<file path="src/rtl/genius_pkg.sv">
`default_nettype none
// ============================================================================
//  Module      : genius_pkg
//  Description : Shared symbol encoding for the Genius game. The sequence
//                generator, the choice verifier and the button event encoder
//                all speak this 2-bit code.
//  Macros      : BTN_RELEASE_EVT_EN - adds a release flag to each queue entry
//  Revision    : 1.0 - initial release
// ============================================================================
package genius_pkg;

    localparam int NUM_BTNS = 3;
    localparam int CODE_W   = 2;

    localparam logic [CODE_W-1:0] CODE_BTN0  = 2'd0;
    localparam logic [CODE_W-1:0] CODE_BTN1  = 2'd1;
    localparam logic [CODE_W-1:0] CODE_BTN2  = 2'd2;
    localparam logic [CODE_W-1:0] CODE_MULTI = 2'd3;

    // The event queue is architecturally two entries deep.
    localparam logic [1:0] QUEUE_DEPTH = 2'd2;

    typedef struct packed {
`ifdef BTN_RELEASE_EVT_EN
        logic              rel;
`endif
        logic [CODE_W-1:0] code;
    } ev_entry_t;

    // Map a one-hot button vector to its symbol; anything with more than one
    // bit set collapses to CODE_MULTI. Callers only invoke this with at least
    // one bit set.
    function automatic logic [CODE_W-1:0] encode_btns(input logic [NUM_BTNS-1:0] v);
        logic [CODE_W-1:0] r;
        case (v)
            3'b001:  r = CODE_BTN0;
            3'b010:  r = CODE_BTN1;
            3'b100:  r = CODE_BTN2;
            default: r = CODE_MULTI;
        endcase
        return r;
    endfunction

endpackage
`default_nettype wire

</file>
<file path="src/rtl/btn_event_encoder_if.sv">
`default_nettype none
// ============================================================================
//  Module      : btn_event_encoder_if
//  Description : Valid/ready event channel from the button encoder to the
//                game FSM.
//  Signals     : ev_valid   - head event present
//                ev_ready   - consumer takes the head event this cycle
//                ev_code    - head event symbol (genius_pkg codes)
//                ev_release - head event is a release (BTN_RELEASE_EVT_EN only)
//  Modports    : master (event producer), slave (event consumer)
//  Macros      : BTN_RELEASE_EVT_EN
//  Revision    : 1.0 - initial release
// ============================================================================
interface btn_event_encoder_if;
    import genius_pkg::*;

    logic              ev_valid;
    logic              ev_ready;
    logic [CODE_W-1:0] ev_code;
`ifdef BTN_RELEASE_EVT_EN
    logic              ev_release;

    modport master (output ev_valid, output ev_code, output ev_release, input ev_ready);
    modport slave  (input ev_valid, input ev_code, input ev_release, output ev_ready);
`else
    modport master (output ev_valid, output ev_code, input ev_ready);
    modport slave  (input ev_valid, input ev_code, output ev_ready);
`endif

endinterface
`default_nettype wire

</file>
<file path="src/rtl/btn_debounce.sv">
`default_nettype none
// ============================================================================
//  Module      : btn_debounce
//  Description : One push-button front end: polarity fix, 2-flop
//                synchroniser, persistence debounce counter, debounced level
//                and single-cycle press (and optionally release) pulses.
//  Ports       : clock      - system clock
//                reset      - synchronous, active-low reset
//                i_btn_raw  - raw asynchronous button level
//                o_stable   - debounced level, 1 = pressed
//                o_rise     - one-cycle pulse on a debounced press
//                o_fall     - one-cycle pulse on a debounced release
//                             (BTN_RELEASE_EVT_EN only)
//  Macros      : BTN_RELEASE_EVT_EN
//  Revision    : 1.0 - initial release
// ============================================================================
module btn_debounce #(
    parameter int DEBOUNCE_CYCLES = 50000,
    parameter bit BTN_ACTIVE_LOW  = 1'b1
) (
    input  wire logic clock,
    input  wire logic reset,
    input  wire logic i_btn_raw,
    output logic      o_stable,
    output logic      o_rise
`ifdef BTN_RELEASE_EVT_EN
    ,
    output logic      o_fall
`endif
);

    localparam logic [15:0] c_CNT_LAST = 16'(DEBOUNCE_CYCLES - 1);

    logic        w_pressed;
    logic        w_toggle;
    logic        r_sync1;
    logic        r_sync2;
    logic [1:0]  r_prime;
    logic [15:0] r_cnt;
    logic        r_stable;
    logic        r_armed;
    logic        r_rise;

    assign w_pressed = BTN_ACTIVE_LOW ? ~i_btn_raw : i_btn_raw;

    // The new level has persisted for DEBOUNCE_CYCLES consecutive samples.
    assign w_toggle  = (r_sync2 != r_stable) && (r_cnt == c_CNT_LAST);

    always_ff @(posedge clock) begin
        if (!reset) begin
            r_sync1  <= 1'b0;
            r_sync2  <= 1'b0;
            r_prime  <= 2'b00;
            r_cnt    <= 16'd0;
            r_stable <= 1'b0;
            r_armed  <= 1'b0;
            r_rise   <= 1'b0;
        end else begin
            r_sync1 <= w_pressed;
            r_sync2 <= r_sync1;
            // r_prime[1] marks that r_sync2 now carries a real sample rather
            // than its reset value.
            r_prime <= {r_prime[0], 1'b1};

            if (r_sync2 == r_stable || w_toggle) begin
                r_cnt <= 16'd0;
            end else begin
                r_cnt <= r_cnt + 16'd1;
            end

            if (w_toggle) begin
                r_stable <= ~r_stable;
            end

            // A button held through reset must be seen released before any
            // of its edges are reported. Arm once the debounced level is low
            // with a genuinely low input, or on a debounced release.
            if ((r_prime[1] && !r_sync2 && !r_stable) || (w_toggle && r_stable)) begin
                r_armed <= 1'b1;
            end

            // Pulses are raised on the same edge that updates r_stable.
            r_rise <= w_toggle && !r_stable && r_armed;
        end
    end

`ifdef BTN_RELEASE_EVT_EN
    logic r_fall;

    always_ff @(posedge clock) begin
        if (!reset) begin
            r_fall <= 1'b0;
        end else begin
            r_fall <= w_toggle && r_stable && r_armed;
        end
    end

    assign o_fall = r_fall;
`endif

    assign o_stable = r_stable;
    assign o_rise   = r_rise;

endmodule
`default_nettype wire

</file>
<file path="src/rtl/btn_event_encoder.sv">
`default_nettype none
// ============================================================================
//  Module      : btn_event_encoder
//  Description : Player-input front end for the Genius game. Debounces three
//                push-buttons, encodes each press into the shared symbol code
//                and delivers it through a 2-entry valid/ready event queue.
//  Ports       : clock        - system clock
//                reset        - synchronous, active-low reset
//                i_btn        - raw asynchronous button levels
//                ev_if        - event channel (master): ev_valid, ev_code,
//                               ev_ready, ev_release (macro only)
//                o_btn_stable - debounced pressed level per button
//                o_overflow   - sticky: an event was dropped on a full queue
//  Macros      : BTN_RELEASE_EVT_EN - also queue debounced releases, flagged
//                                     by ev_release
//  Revision    : 1.0 - initial release
// ============================================================================
module btn_event_encoder
    import genius_pkg::*;
#(
    parameter int DEBOUNCE_CYCLES = 50000,
    parameter bit BTN_ACTIVE_LOW  = 1'b1
) (
    input  wire logic                clock,
    input  wire logic                reset,
    input  wire logic [NUM_BTNS-1:0] i_btn,
    btn_event_encoder_if.master      ev_if,
    output logic [NUM_BTNS-1:0]      o_btn_stable,
    output logic                     o_overflow
);

    logic [NUM_BTNS-1:0] w_stable;
    logic [NUM_BTNS-1:0] w_rise;
`ifdef BTN_RELEASE_EVT_EN
    logic [NUM_BTNS-1:0] w_fall;
`endif

    // ------------------------------------------------------------------
    // Per-button synchronise / debounce / edge detect
    // ------------------------------------------------------------------
    for (genvar g = 0; g < NUM_BTNS; g++) begin : g_btn
        btn_debounce #(
            .DEBOUNCE_CYCLES (DEBOUNCE_CYCLES),
            .BTN_ACTIVE_LOW  (BTN_ACTIVE_LOW)
        ) u_debounce (
            .clock     (clock),
            .reset     (reset),
            .i_btn_raw (i_btn[g]),
            .o_stable  (w_stable[g]),
            .o_rise    (w_rise[g])
`ifdef BTN_RELEASE_EVT_EN
            ,
            .o_fall    (w_fall[g])
`endif
        );
    end

    // ------------------------------------------------------------------
    // Encoder: presses win over releases; a dropped release is not an
    // overflow because it never competed for a queue slot.
    // ------------------------------------------------------------------
    logic      w_push_req;
    ev_entry_t w_push_entry;

    always_comb begin
        w_push_req   = 1'b0;
        w_push_entry = '0;
        if (|w_rise) begin
            w_push_req        = 1'b1;
            w_push_entry.code = encode_btns(w_rise);
        end
`ifdef BTN_RELEASE_EVT_EN
        else if (|w_fall) begin
            w_push_req        = 1'b1;
            w_push_entry.code = encode_btns(w_fall);
            w_push_entry.rel  = 1'b1;
        end
`endif
    end

    // ------------------------------------------------------------------
    // Two-entry queue as a shift structure: r_q0 is always the head, so
    // the outputs come straight from a flop and simply hold their last
    // value once the queue drains.
    // ------------------------------------------------------------------
    ev_entry_t  r_q0;
    ev_entry_t  r_q1;
    logic [1:0] r_count;
    logic       r_overflow;
    logic       w_pop;
    logic       w_full;

    assign w_pop  = (r_count != 2'd0) && ev_if.ev_ready;
    assign w_full = (r_count == QUEUE_DEPTH);

    always_ff @(posedge clock) begin
        if (!reset) begin
            r_q0       <= '0;
            r_q1       <= '0;
            r_count    <= 2'd0;
            r_overflow <= 1'b0;
        end else begin
            if (w_push_req && w_full && !w_pop) begin
                r_overflow <= 1'b1;
            end

            case (r_count)
                2'd0: begin
                    if (w_push_req) begin
                        r_q0    <= w_push_entry;
                        r_count <= 2'd1;
                    end
                end
                2'd1: begin
                    if (w_pop && w_push_req) begin
                        r_q0 <= w_push_entry;
                    end else if (w_pop) begin
                        r_count <= 2'd0;
                    end else if (w_push_req) begin
                        r_q1    <= w_push_entry;
                        r_count <= 2'd2;
                    end
                end
                default: begin
                    // Full: a push only lands when the head leaves.
                    if (w_pop) begin
                        r_q0 <= r_q1;
                        if (w_push_req) begin
                            r_q1 <= w_push_entry;
                        end else begin
                            r_count <= 2'd1;
                        end
                    end
                end
            endcase
        end
    end

    assign ev_if.ev_valid = (r_count != 2'd0);
    assign ev_if.ev_code  = r_q0.code;
`ifdef BTN_RELEASE_EVT_EN
    assign ev_if.ev_release = r_q0.rel;
`endif

    assign o_btn_stable = w_stable;
    assign o_overflow   = r_overflow;

endmodule
`default_nettype wire

</file>
<file path="src/flat_wrapper.sv">
// flat-port wrapper written by rule: the top's interface ports become plain ports
module btn_event_encoder_flat import genius_pkg::*;
#(
    parameter int DEBOUNCE_CYCLES = 50000,
    parameter bit BTN_ACTIVE_LOW  = 1'b1
)
  (clock, reset, i_btn, o_btn_stable, o_overflow, ev_if_ev_valid, ev_if_ev_code, ev_if_ev_ready);
  btn_event_encoder_if ev_if_i ();
  input  wire logic clock;
  input  wire logic reset;
  input  wire logic [NUM_BTNS-1:0] i_btn;
  output logic [NUM_BTNS-1:0] o_btn_stable;
  output logic o_overflow;
  output wire logic [$bits(ev_if_i.ev_valid)-1:0] ev_if_ev_valid;
  output wire logic [$bits(ev_if_i.ev_code)-1:0] ev_if_ev_code;
  input wire logic [$bits(ev_if_i.ev_ready)-1:0] ev_if_ev_ready;
  assign ev_if_ev_valid = ev_if_i.ev_valid;
  assign ev_if_ev_code = ev_if_i.ev_code;
  assign ev_if_i.ev_ready = ev_if_ev_ready;
  btn_event_encoder #(.DEBOUNCE_CYCLES(DEBOUNCE_CYCLES), .BTN_ACTIVE_LOW(BTN_ACTIVE_LOW)) u_core (.clock(clock), .reset(reset), .i_btn(i_btn), .ev_if(ev_if_i), .o_btn_stable(o_btn_stable), .o_overflow(o_overflow));
endmodule
</file>
<file path="config.mk">
export PLATFORM = sky130hd
export DESIGN_NAME = btn_event_encoder_flat
export DESIGN_NICKNAME = d
export VERILOG_FILES = /design/src/rtl/genius_pkg.sv /design/src/rtl/btn_event_encoder_if.sv /design/src/rtl/btn_debounce.sv /design/src/rtl/btn_event_encoder.sv /design/src/flat_wrapper.sv
export SDC_FILE = /design/constraint.sdc
export NUM_CORES = 1
export LEC_CHECK = 0
export BUFFER_PORTS_ARGS = -buffer_cell sky130_fd_sc_hd__buf_2
export CAP_MARGIN = 20
export CORE_UTILIZATION = 44
export CTS_CLUSTER_SIZE = 25
export DETAILED_ROUTE_END_ITERATION = 6
export SLEW_MARGIN = 20
export SYNTH_ARGS = -nofsm -noshare
export SYNTH_HDL_FRONTEND = slang
export SYNTH_SLANG_ARGS = --single-unit
export TNS_END_PERCENT = 50
</file>
<file path="constraint.sdc">
create_clock -name clock -period 2.2 [get_ports clock]
set_input_delay 0.44 -clock clock [delete_from_list [all_inputs] [get_ports clock]]
set_output_delay 0.44 -clock clock [all_outputs]
set_load 0.005 [all_outputs]
</file>
==> flow_summary.yaml, run 1 <==
cts:
  cts_root_buf: "clkbuf_8"
  clk_path_buf_depth: 2
  clk_pin_slew_ns: 0.08
  postCtsSetupBuffers: 0
  numCtsBuffers: 9
  cts_tree: "built"
  clk_latency_ns: 0.34
  ctsHoldBuffers: 0
  clkSinkCount: 72
  cts-resized-gates: 0
  cts_max_level: 3
timing:
  fin_crit_sh_pct: 81.9
  rsz0062_at_grt: "false"
  final-setup-viol-count: 0
  worst_pin_slew_ns: 0.464
  hold_viol: 0
  final_max_slew_viol_count: 0
  fmax_ghz: 0.555
  fin_hold_ws_ns: 0.243
  setup_tns_ns: 0
  min_period_ns: 1.80
  finClkSkew_ns: 0.00979
  relSlewSlack_pct: 69.1
global_route:
  grt_usage_pct: 16.3
  grt_pass1_vias: 2109
  grt_pass1_wl_mm: 9.46
  antenna_found_initial: 0
  grt_max_degree: 17
  grt_overflow: 0
worst_setup_path:
  criticalPathCategory: "reg -> reg"
  worst_r2r_path_depth: 5
  r2r-end: "u_core.g_btn[2].u_debounce.r_cnt[13]$_SDFF_PP0_"
  worstPathRequired_ns: 2.43
  critPathMaxFanout: 15
  crit_arrival_ns: 2.03
  end_kind: "flop"
  reg2reg_from: "u_core.g_btn[2].u_debounce.r_cnt[12]$_SDFF_PP0_"
  ff2ff_setup_slack_ns: 0.40
  start_kind: "flop"
run:
  max_cap_viol_count: 0
detailed_routing:
  vias: 2273
  post-route-drc-count: 0
  wl_mm: 5.31
  dr.pass1.iters: 4
  drt_iter0_markers: 62
  wire_per_inst_um: 11.5
  ant_nets: 0
  via_per_inst: 4.92
synthesis:
  synth_warnings: 0
  post_synth.cell_area_avg_um2: 9.07
  synth.distinct_cells: 47
  ys_ff_latch: 72
  syn_area_um2: 3120
  postSynthCellCount: 344
  synth-edff-count: 0
  ys.flop_type: "dfxtp_1"
  synth_seq_area_share_pct: 46.2
  synth-async-reset-ratio_pct: 0
  syn_nets: 354
floorplanning:
  initial_utilization_pct: 45.7
  dieArea_um2: 7430
  fp-row-count: 30
  chipHeight_um: 86.2
  core_um2: 6830
  chipWidth_um: 86.2
  boundaryPins: 13
place:
  place_congestion: 0.788
  dp_hpwl_mm: 3.62
  port_buffers: 12
  place_inst: 446
finish:
  diodes: 0
  n_fill_cell: 663
  area_growth_syn_to_layout_pct: 12.0
  nets: 371
  fin_util_pct: 51.1
  fin_cells: 462
  drive_gt1_share_pct: 10.4
power_and_ir_drop:
  p_leak_nw: 1.20
  vdd_drop_max_v: 0.000439
  p_per_area_nw_per_um2: 742
hold_path:
  hold_start: "i_btn[1]"
  hold_class: "in -> reg"
  whs_endpoint: "u_core.g_btn[1].u_debounce.r_sync1$_SDFF_PN0_"
  min_delay_path_depth: 2
run_status:
  outcome: "finished clean"
## per-layer routing
| layer | vias up | share of wire [%] | track usage [%] |
|---|---|---|---|
| met3 | 8 | 3.6 | 6.00 |
| li1 | 1220 | - | - |
| met4 | 0 | 1.4 | 7.12 |
| met2 | 18 | 44 | 25.1 |
| met1 | 1027 | 51 | 20.4 |
| met5 | - | 0 | 0 |
## logic make-up after synthesis
group                      synth area share [%]
AOI/OAI and AO/OA                          4.57
muxes                                      2.29
xor gates and xnor gates                   11.5
and+or+nand+nor                            29.5
DFF                                        46.2
buffers and inverters                      4.33
adders and majority gates                  1.60
## cells in the mapped netlist (2+ instances only)
master    instances  share of area, %
inv_1            15               1.8
dfxtp_1          72                46
o31a_1            2              0.56
nor4bb_1          4               1.3
or3_1             3              0.60
and2_1            7               1.4
buf_2             2              0.32
a21oi_1           8               1.3
buf_4             3              0.72
nand4_1          14               2.8
ha_1              4               1.6
nor4_1            8               1.6
clkbuf_1          4              0.48
nand2_1          14               1.7
nor3b_1           4              0.96
nor4b_1           4               1.1
nor2_1           66               7.9
and4_1            3              0.84
mux2i_1           6               1.9
or4_1             3              0.72
xnor2_1          26               7.3
nand3_1          17               2.7
xor2_1           15               4.2
and3_1            2              0.40
nand4b_1          2              0.56
nor3_1            9               1.4
nor2b_1           2              0.40
o21ai_0           5              0.80
a31oi_1           2              0.40
## cell usage in the layout, fill, tap and decap left out, types with 2 or more instances in the layout
| master | synthesis | routed |
|---|---|---|
| and4_1 | 3 | 3 |
| buf_4 | 3 | 5 |
| nand2_1 | 14 | 14 |
| or3_1 | 3 | 3 |
| nor2_1 | 66 | 66 |
| nand3_1 | 17 | 17 |
| nor3b_1 | 4 | 4 |
| o31a_1 | 2 | 2 |
| xor2_1 | 15 | 15 |
| nand4_1 | 14 | 14 |
| dfxtp_1 | 72 | 72 |
| nand4b_1 | 2 | 2 |
| buf_2 | 2 | 12 |
| a21oi_1 | 8 | 8 |
| clkbuf_1 | 4 | 2 |
| a31oi_1 | 2 | 2 |
| or4_1 | 3 | 3 |
| inv_1 | 15 | 15 |
| and2_1 | 7 | 7 |
| nor4_1 | 8 | 8 |
| o21ai_0 | 5 | 5 |
| xnor2_1 | 26 | 26 |
| bufinv_16 | 0 | 3 |
| mux2i_1 | 6 | 6 |
| clkbuf_8 | 0 | 9 |
| nor2b_1 | 2 | 2 |
| nor4b_1 | 4 | 4 |
| nor3_1 | 9 | 9 |
| ha_1 | 4 | 4 |
| and3_1 | 2 | 2 |
| nor4bb_1 | 4 | 4 |
## power breakdown
group / internal (mW) / switching (mW) / leakage, nW / total [mW]
logic: 0.0161 / 0.0227 / 0.499 / 0.0388
registers: 1.32 / 0.00724 / 0.582 / 1.32
clock network: 0.757 / 0.474 / 0.118 / 1.23
total: 2.09 / 0.504 / 1.20 / 2.59
## registers in the layout, summed over array words and instances, names as in the netlist, 3 cells and up
register,flops
u_core.g_btn.u_debounce.r_cnt,48
u_core.g_btn.u_debounce.o_rise,3
u_core.g_btn.u_debounce.o_stable,3
u_core.g_btn.u_debounce.r_armed,3
u_core.g_btn.u_debounce.r_sync1,3
u_core.g_btn.u_debounce.r_sync2,3
## worst max-delay path: stages (launching register included)
cell	delay (ns)
dfxtp_1	0.35
or4_4	0.55
nor4_4	0.37
or2_1	0.16
buf_4	0.19
nor2_1	0.07
## worst max-delay path by stage
stage	from	cells after the start	slack, ns	to
after floorplan	u_core.g_btn[2].u_debounce.r_cnt[12]$_SDFF_PP0_	6	0.48	u_core.g_btn[2].u_debounce.r_cnt[14]$_SDFF_PP0_
after global placement	u_core.g_btn[2].u_debounce.r_cnt[12]$_SDFF_PP0_	5	0.45	u_core.g_btn[2].u_debounce.r_cnt[5]$_SDFF_PP0_
after detailed placement	u_core.g_btn[2].u_debounce.r_cnt[12]$_SDFF_PP0_	5	0.41	u_core.g_btn[2].u_debounce.r_cnt[12]$_SDFF_PP0_
after CTS	u_core.g_btn[2].u_debounce.r_cnt[12]$_SDFF_PP0_	5	0.38	u_core.g_btn[2].u_debounce.r_cnt[14]$_SDFF_PP0_
after global routing	u_core.g_btn[2].u_debounce.r_cnt[12]$_SDFF_PP0_	5	0.30	u_core.g_btn[2].u_debounce.r_cnt[11]$_SDFF_PP0_
final	u_core.g_btn[2].u_debounce.r_cnt[12]$_SDFF_PP0_	5	0.40	u_core.g_btn[2].u_debounce.r_cnt[13]$_SDFF_PP0_
## cell type report
type | count | area (um2) | area share (%)
multi-input combinational | 246 | 1540 | 44.2
sequential | 72 | 1440 | 41.3
clock buffer | 11 | 131 | 3.76
tap | 96 | 120 | 3.44
clock inverter | 5 | 104 | 2.97
timing repair buffer | 17 | 97.6 | 2.79
inverter | 15 | 56.3 | 1.61
## per-stage QoR
stage	cell area, um2	setup slack (ns)	power [mW]
5_1_grt	3490	0.302	2.71
2_1_floorplan	3120	0.485	1.38
3_3_place_gp	3260	0.454	1.39
4_1_cts	3490	0.380	2.64
6_report	3490	0.398	2.59
3_5_place_dp	3260	0.409	1.39
(Power assumes the default switching activity.)
==> inputs of run 2 (changes only) <==
Settings changed: ABC_AREA set to 1.
Clock period 2.2 ns to 1.78 ns, I/O delays scaled along.
==> run 2 against run 1 <==
Power increased by 21%. Via count increased by 29%. Final area increased by 8.3%. Synthesized area increased by 11%. Global-route usage increased by 1.1 points. Critical path depth increased by 4. Non-clock buffer count decreased by 2. Sequential cell count unchanged. Worst hold slack got worse by 0.086 ns. Highest routed layer unchanged.
==> flow_summary.yaml, run 2 <==
timing:
  worst_pin_slew_ns: 0.411
  fmax_ghz: 0.654
  rsz0062_at_grt: "false"
  final-setup-viol-count: 0
  fin_hold_ws_ns: 0.157
  setup_tns_ns: 0
  fin_crit_sh_pct: 85.9
  hold_viol: 0
  final_max_slew_viol_count: 0
  finClkSkew_ns: 0.0101
  min_period_ns: 1.53
  relSlewSlack_pct: 72.4
worst_setup_path:
  reg2reg_from: "u_core.r_count[1]$_SDFFE_PN0P_"
  ff2ff_setup_slack_ns: 0.25
  crit_arrival_ns: 1.77
  end_kind: "flop"
  worst_r2r_path_depth: 9
  r2r-end: "u_core.r_count[0]$_SDFFE_PN0P_"
  start_kind: "flop"
  critPathMaxFanout: 7
  worstPathRequired_ns: 2.02
  criticalPathCategory: "reg -> reg"
power_and_ir_drop:
  clkPwrFrac_pct: 39.9
  p_sw_mw: 0.725
  intPower_mw: 2.41
  power_mw: 3.14
  vdd_drop_max_v: 0.000467
  p_per_area_nw_per_um2: 829
  switching_share_pct: 23.1
  p_leak_nw: 1.36
  p_seq_share_pct: 53.4
  p_comb_share_pct: 6.7
cts:
  clk_latency_ns: 0.35
  postCtsSetupBuffers: 0
  clk_pin_slew_ns: 0.07
  cts_max_level: 3
  cts_root_buf: "clkbuf_8"
  numCtsBuffers: 9
  clkSinkCount: 72
  ctsHoldBuffers: 0
  cts_tree: "built"
  clk_path_buf_depth: 2
  cts-resized-gates: 0
place:
  dp_hpwl_mm: 4.81
  port_buffers: 12
  place_congestion: 0.856
run:
  max_cap_viol_count: 0
synthesis:
  synthTopCellsByCount: "97 x nand2_1, 76 x nor2_1, 72 x dfxtp_1"
  ys.flop_type: "dfxtp_1"
  syn_area_um2: 3450
  post_synth.cell_area_avg_um2: 7.07
  synth-xor-area-share_pct: 2.79
  synth-edff-count: 0
  postSynthCellCount: 488
  synth_seq_area_share_pct: 41.8
  yosys-top-cells-area: "dfxtp_1 42%, nand2_1 11%, nor2_1 8.3%"
  synth-async-reset-ratio_pct: 0
  yosys.area.top_type: "dfxtp_1"
  muxShareOfSynthArea_pct: 0
  synth_most_common_cell: "nand2_1"
  yosys.area_share.adder_pct: 1.45
  synth.distinct_cells: 31
  synth_compound_area_share_pct: 8.63
  yosys.area.top_type_share_pct: 41.8
  synth_top_family_by_area: "simple AND/OR/NAND/NOR gates"
  syn_nets: 498
  ys_ff_latch: 72
  synthSimpleGateAreaFrac_pct: 35.7
  synth_warnings: 0
finish:
  drive_gt1_share_pct: 12.0
  area_growth_syn_to_layout_pct: 9.65
  largest_reg_flops: 48
  diodes: 0
  fin_util_pct: 51.1
  nets: 516
  final_common_cell: "nand2_1"
  final_cell_mix: "97 x nand2_1, 76 x nor2_1, 72 x dfxtp_1, 66 x inv_1, 36 x nand3_1"
  regMostFlops: "u_core.g_btn.u_debounce.r_cnt"
  n_fill_cell: 763
floorplanning:
  fp-row-count: 31
  boundaryPins: 13
  chipHeight_um: 90.5
  core_um2: 7410
  chipWidth_um: 90.5
  dieArea_um2: 8200
  initial_utilization_pct: 46.6
hold_path:
  hold_start: "i_btn[0]"
  min_delay_path_depth: 2
  whs_endpoint: "u_core.g_btn[0].u_debounce.r_sync1$_SDFF_PN0_"
  hold_class: "in -> reg"
detailed_routing:
  dr.pass1.iters: 5
  wl_mm: 6.49
  wl_met2_mm: 2.98
  via_per_inst: 4.81
  dr.max_layer_used: "met4"
  ant_nets: 0
  m1WireLength_mm: 3.28
  wl_met3_um: 168
  drt_iter0_markers: 78
  post-route-drc-count: 0
  vias: 2927
  wire_per_inst_um: 10.7
global_route:
  grt_usage_pct: 17.4
  grt_pass1_vias: 2728
  antenna_found_initial: 0
  grt_overflow: 0
  grt_max_degree: 17
  grt_pass1_wl_mm: 11.6
run_status:
  outcome: "finished clean"
==> run 2: changes by cell type after synthesis, moves of 11 or more <==
cell     change
a21oi_1     +22
inv_1       +51
nand2_1     +83
nand3_1     +19
nor2_2      +11
xnor2_1     -23
==> run 2: area by class of cell <==
cell class	instances	area, um2	area share (%)
Clock buffer	12	145	3.84
Inverter	69	259	6.85
Tap cell	99	124	3.27
Sequential cell	72	1440	38.1
Timing Repair Buffer	15	95.1	2.51
Multi-Input combinational cell	339	1680	44.3
Clock inverter	3	42.5	1.12
==> run 2: power groups by stage <==
stage	registers, mW	clock network [mW]	logic [mW]
after floorplan	1.71	0	0.152
after global placement	1.71	0	0.210
after detailed placement	1.71	0	0.213
after CTS	1.67	1.30	0.214
after global routing	1.68	1.36	0.250
final	1.67	1.25	0.211
==> run 2: worst max-delay path: stages (launching register included) <==
cell     delay [ns]
dfxtp_1        0.43
nor2_1         0.12
nor2_1         0.17
inv_1          0.06
ha_1           0.20
nor2_1         0.10
nand2_1        0.07
nand2_1        0.09
and3_1         0.15
nor2_1         0.04
==> run 2: per-layer routing <==
metal / track usage [%] / vias to the layer above
met4: 7.53 / 0
met1: 21.7 / 1305
met2: 28.6 / 30
li1: - / 1585
met5: 0 / -
met3: 4.04 / 7
==> run 2: worst max-delay path by stage <==
| stage | to | start | cells after the start |
|---|---|---|---|
| floorplan | u_core.r_q1[0]$_SDFFE_PN0P_ | u_core.r_count[1]$_SDFFE_PN0P_ | 10 |
| global placement | u_core.r_q1[0]$_SDFFE_PN0P_ | u_core.r_count[1]$_SDFFE_PN0P_ | 10 |
| detailed placement | u_core.r_q1[0]$_SDFFE_PN0P_ | u_core.r_count[1]$_SDFFE_PN0P_ | 10 |
| CTS | u_core.r_q1[0]$_SDFFE_PN0P_ | u_core.r_count[1]$_SDFFE_PN0P_ | 10 |
| global route | u_core.r_count[0]$_SDFFE_PN0P_ | u_core.r_count[1]$_SDFFE_PN0P_ | 9 |
| finish | u_core.r_count[0]$_SDFFE_PN0P_ | u_core.r_count[1]$_SDFFE_PN0P_ | 9 |
==> run 2: stage by stage <==
| stage | std cells | worst slack [ns] | area [um2] |
|---|---|---|---|
| floorplan | 488 | 0.386 | 3450 |
| global placement | 594 | 0.288 | 3590 |
| detailed placement | 594 | 0.278 | 3590 |
| CTS | 609 | 0.257 | 3780 |
| global route | 609 | 0.0741 | 3780 |
| finish | 609 | 0.252 | 3780 |
==> run 2: kinds of logic (layout without fill, tap and decap cells) <==
logic type / count (synthesis) / count (layout)
compound gates: 54 / 54
xor+xnor: 11 / 11
fa+ha+maj: 4 / 4
buf+inv: 77 / 99
flops: 72 / 72
simple gates: 270 / 270
==> inputs of run 3 (changes only) <==
Settings changed: GPL_TIMING_DRIVEN set to 0.
==> run 3 against run 2 <==
Utilization is 0.56 points higher. Final area increased by 1.1%. Die area is the same. Wire length grew 5.1%. Count of clock-buffer cells in the layout unchanged. First-iteration DRC count up 32%. Global-route usage grew 1.0 points. Sequential share of layout area is 0.38 points lower. Final cell count is 0.99% higher. Register-to-register slack lost 0.07 ns.
==> flow_summary.yaml, run 3 (synthesis gave the netlist of run 2 again) <==
worst_setup_path:
  worstPathRequired_ns: 2.01
  critPathMaxFanout: 10
  start_kind: "flop"
  cp_slowest_cell: "dfxtp_1"
  max_stage_delay_ns: 0.39
  criticalPathCategory: "reg -> reg"
  end_kind: "flop"
  crit_arrival_ns: 1.83
  path_cells: "ha_1 > nand2_1 > nor2_2 > nand2_1 > inv_1 > nand3_2 > nand2_4 > buf_12 > nor2_2"
hold_path:
  hold_class: "in -> reg"
global_route:
  grt_overflow: 0
  grt_pass1_wl_mm: 12.4
  grt_pass1_vias: 2850
  met3_usage_pct: 3.03
  use_met2_pct: 30.6
  grt_usage_pct: 18.4
  grtUsageMet1_pct: 23.3
  grt_max_degree: 13
  antenna_found_initial: 0
  top_usage_layer: "met2"
finish:
  final_common_cell: "nand2_1"
  n_fill_cell: 763
  ff_latch_area_um2: 1440
  fin_util_pct: 51.6
  multi_input_area_um2: 1680
  nets: 521
  regMostFlops: "u_core.g_btn.u_debounce.r_cnt"
  final_cell_mix: "97 x nand2_1, 76 x nor2_1, 71 x dfxtp_1, 66 x inv_1, 36 x nand3_1"
  drive_gt1_share_pct: 13.2
  area_growth_syn_to_layout_pct: 10.8
  largest_reg_flops: 48
  diodes: 0
run:
  max_cap_viol_count: 0
cts:
  cts_tree: "built"
  clk_pin_slew_ns: 0.08
  ctsHoldBuffers: 0
  numCtsBuffers: 9
  cts-resized-gates: 0
  postCtsSetupBuffers: 0
  clkSinkCount: 72
  cts_root_buf: "clkbuf_8"
  clk_path_buf_depth: 2
  clk_latency_ns: 0.35
  cts_max_level: 3
detailed_routing:
  drt_iter0_markers: 103
  ant_nets: 0
  dr.pass1.iters: 4
  via_per_inst: 4.90
  wire_per_inst_um: 11.1
  vias: 3013
  post-route-drc-count: 0
  wl_mm: 6.82
floorplanning:
  boundaryPins: 13
  chipWidth_um: 90.5
  core_um2: 7410
  fp-row-count: 31
  chipHeight_um: 90.5
  initial_utilization_pct: 46.6
  dieArea_um2: 8200
timing:
  final_max_slew_viol_count: 0
  fin_ws_ns: 0.180
  min_period_ns: 1.60
  final-setup-viol-count: 0
  fin_crit_sh_pct: 89.9
  setup_tns_ns: 0
  fmax_ghz: 0.625
  fin_hold_ws_ns: 0.118
  finClkSkew_ns: 0.00648
  relSlewSlack_pct: 68.0
  worst_pin_slew_ns: 0.477
  hold_viol: 0
  rsz0062_at_grt: "false"
place:
  place_congestion: 0.881
  dp_slack_ns: 0.138
  dp_hpwl_mm: 4.91
  port_buffers: 12
power_and_ir_drop:
  vdd_drop_max_v: 0.000406
  p_leak_nw: 1.39
  p_per_area_nw_per_um2: 810
run_status:
  outcome: "finished clean"
## run 3: cell type report
| type | count | share of cell area (%) |
|---|---|---|
| buffer | 8 | 1.93 |
| clock buffer | 12 | 4.06 |
| clock inverter | 4 | 0.753 |
| inverter | 69 | 6.77 |
| multi-input combinational | 339 | 43.9 |
| sequential | 72 | 37.7 |
| tap | 99 | 3.24 |
| timing repair buffer | 12 | 1.57 |
## run 3: worst max-delay path, delay by kind of cell (launching register included)
kind | cells | cell delay (ns)
DFF | 1 | 0.39
and+or+nand+nor | 6 | 0.66
buffers and inverters | 2 | 0.24
adders and majority gates | 1 | 0.19
## run 3: report_power, final
group	total (mW)	internal, mW	switching [mW]	leakage (nW)
combinational	0.214	0.0837	0.131	0.714
sequential	1.68	1.65	0.0239	0.583
clock	1.21	0.583	0.624	0.0886
total	3.10	2.32	0.779	1.39
## run 3: layer usage
metal / vias up / part of all wire, %
met5: - / 0
met2: 25 / 46
li1: 1605 / -
met3: 10 / 1.9
met1: 1373 / 50
met4: 0 / 1.8
## run 3: worst paths after layout
check / slack, ns / startpoint / to / cells after the start
worst min-delay path: 0.12 / reset / u_core.g_btn[2].u_debounce.r_prime[0]$_DFF_P_ / 1
worst max register to register: 0.18 / u_core.g_btn[2].u_debounce.r_cnt[0]$_SDFF_PP0_ / u_core.g_btn[2].u_debounce.r_cnt[7]$_SDFF_PP0_ / 9
worst min register to register: 0.42 / u_core.g_btn[2].u_debounce.r_sync1$_SDFF_PN0_ / u_core.g_btn[2].u_debounce.r_sync2$_SDFF_PN0_ / 2
worst max-delay path: 0.18 / u_core.g_btn[2].u_debounce.r_cnt[0]$_SDFF_PP0_ / u_core.g_btn[2].u_debounce.r_cnt[7]$_SDFF_PP0_ / 9
## run 3: through the flow
step           std cells  area (um2)  total power, mW
3_5_place_dp         599        3630             1.93
6_report             615        3820             3.10
5_1_grt              615        3820             3.24
3_3_place_gp         599        3630             1.92
4_1_cts              615        3820             3.13
2_1_floorplan        488        3450             1.86
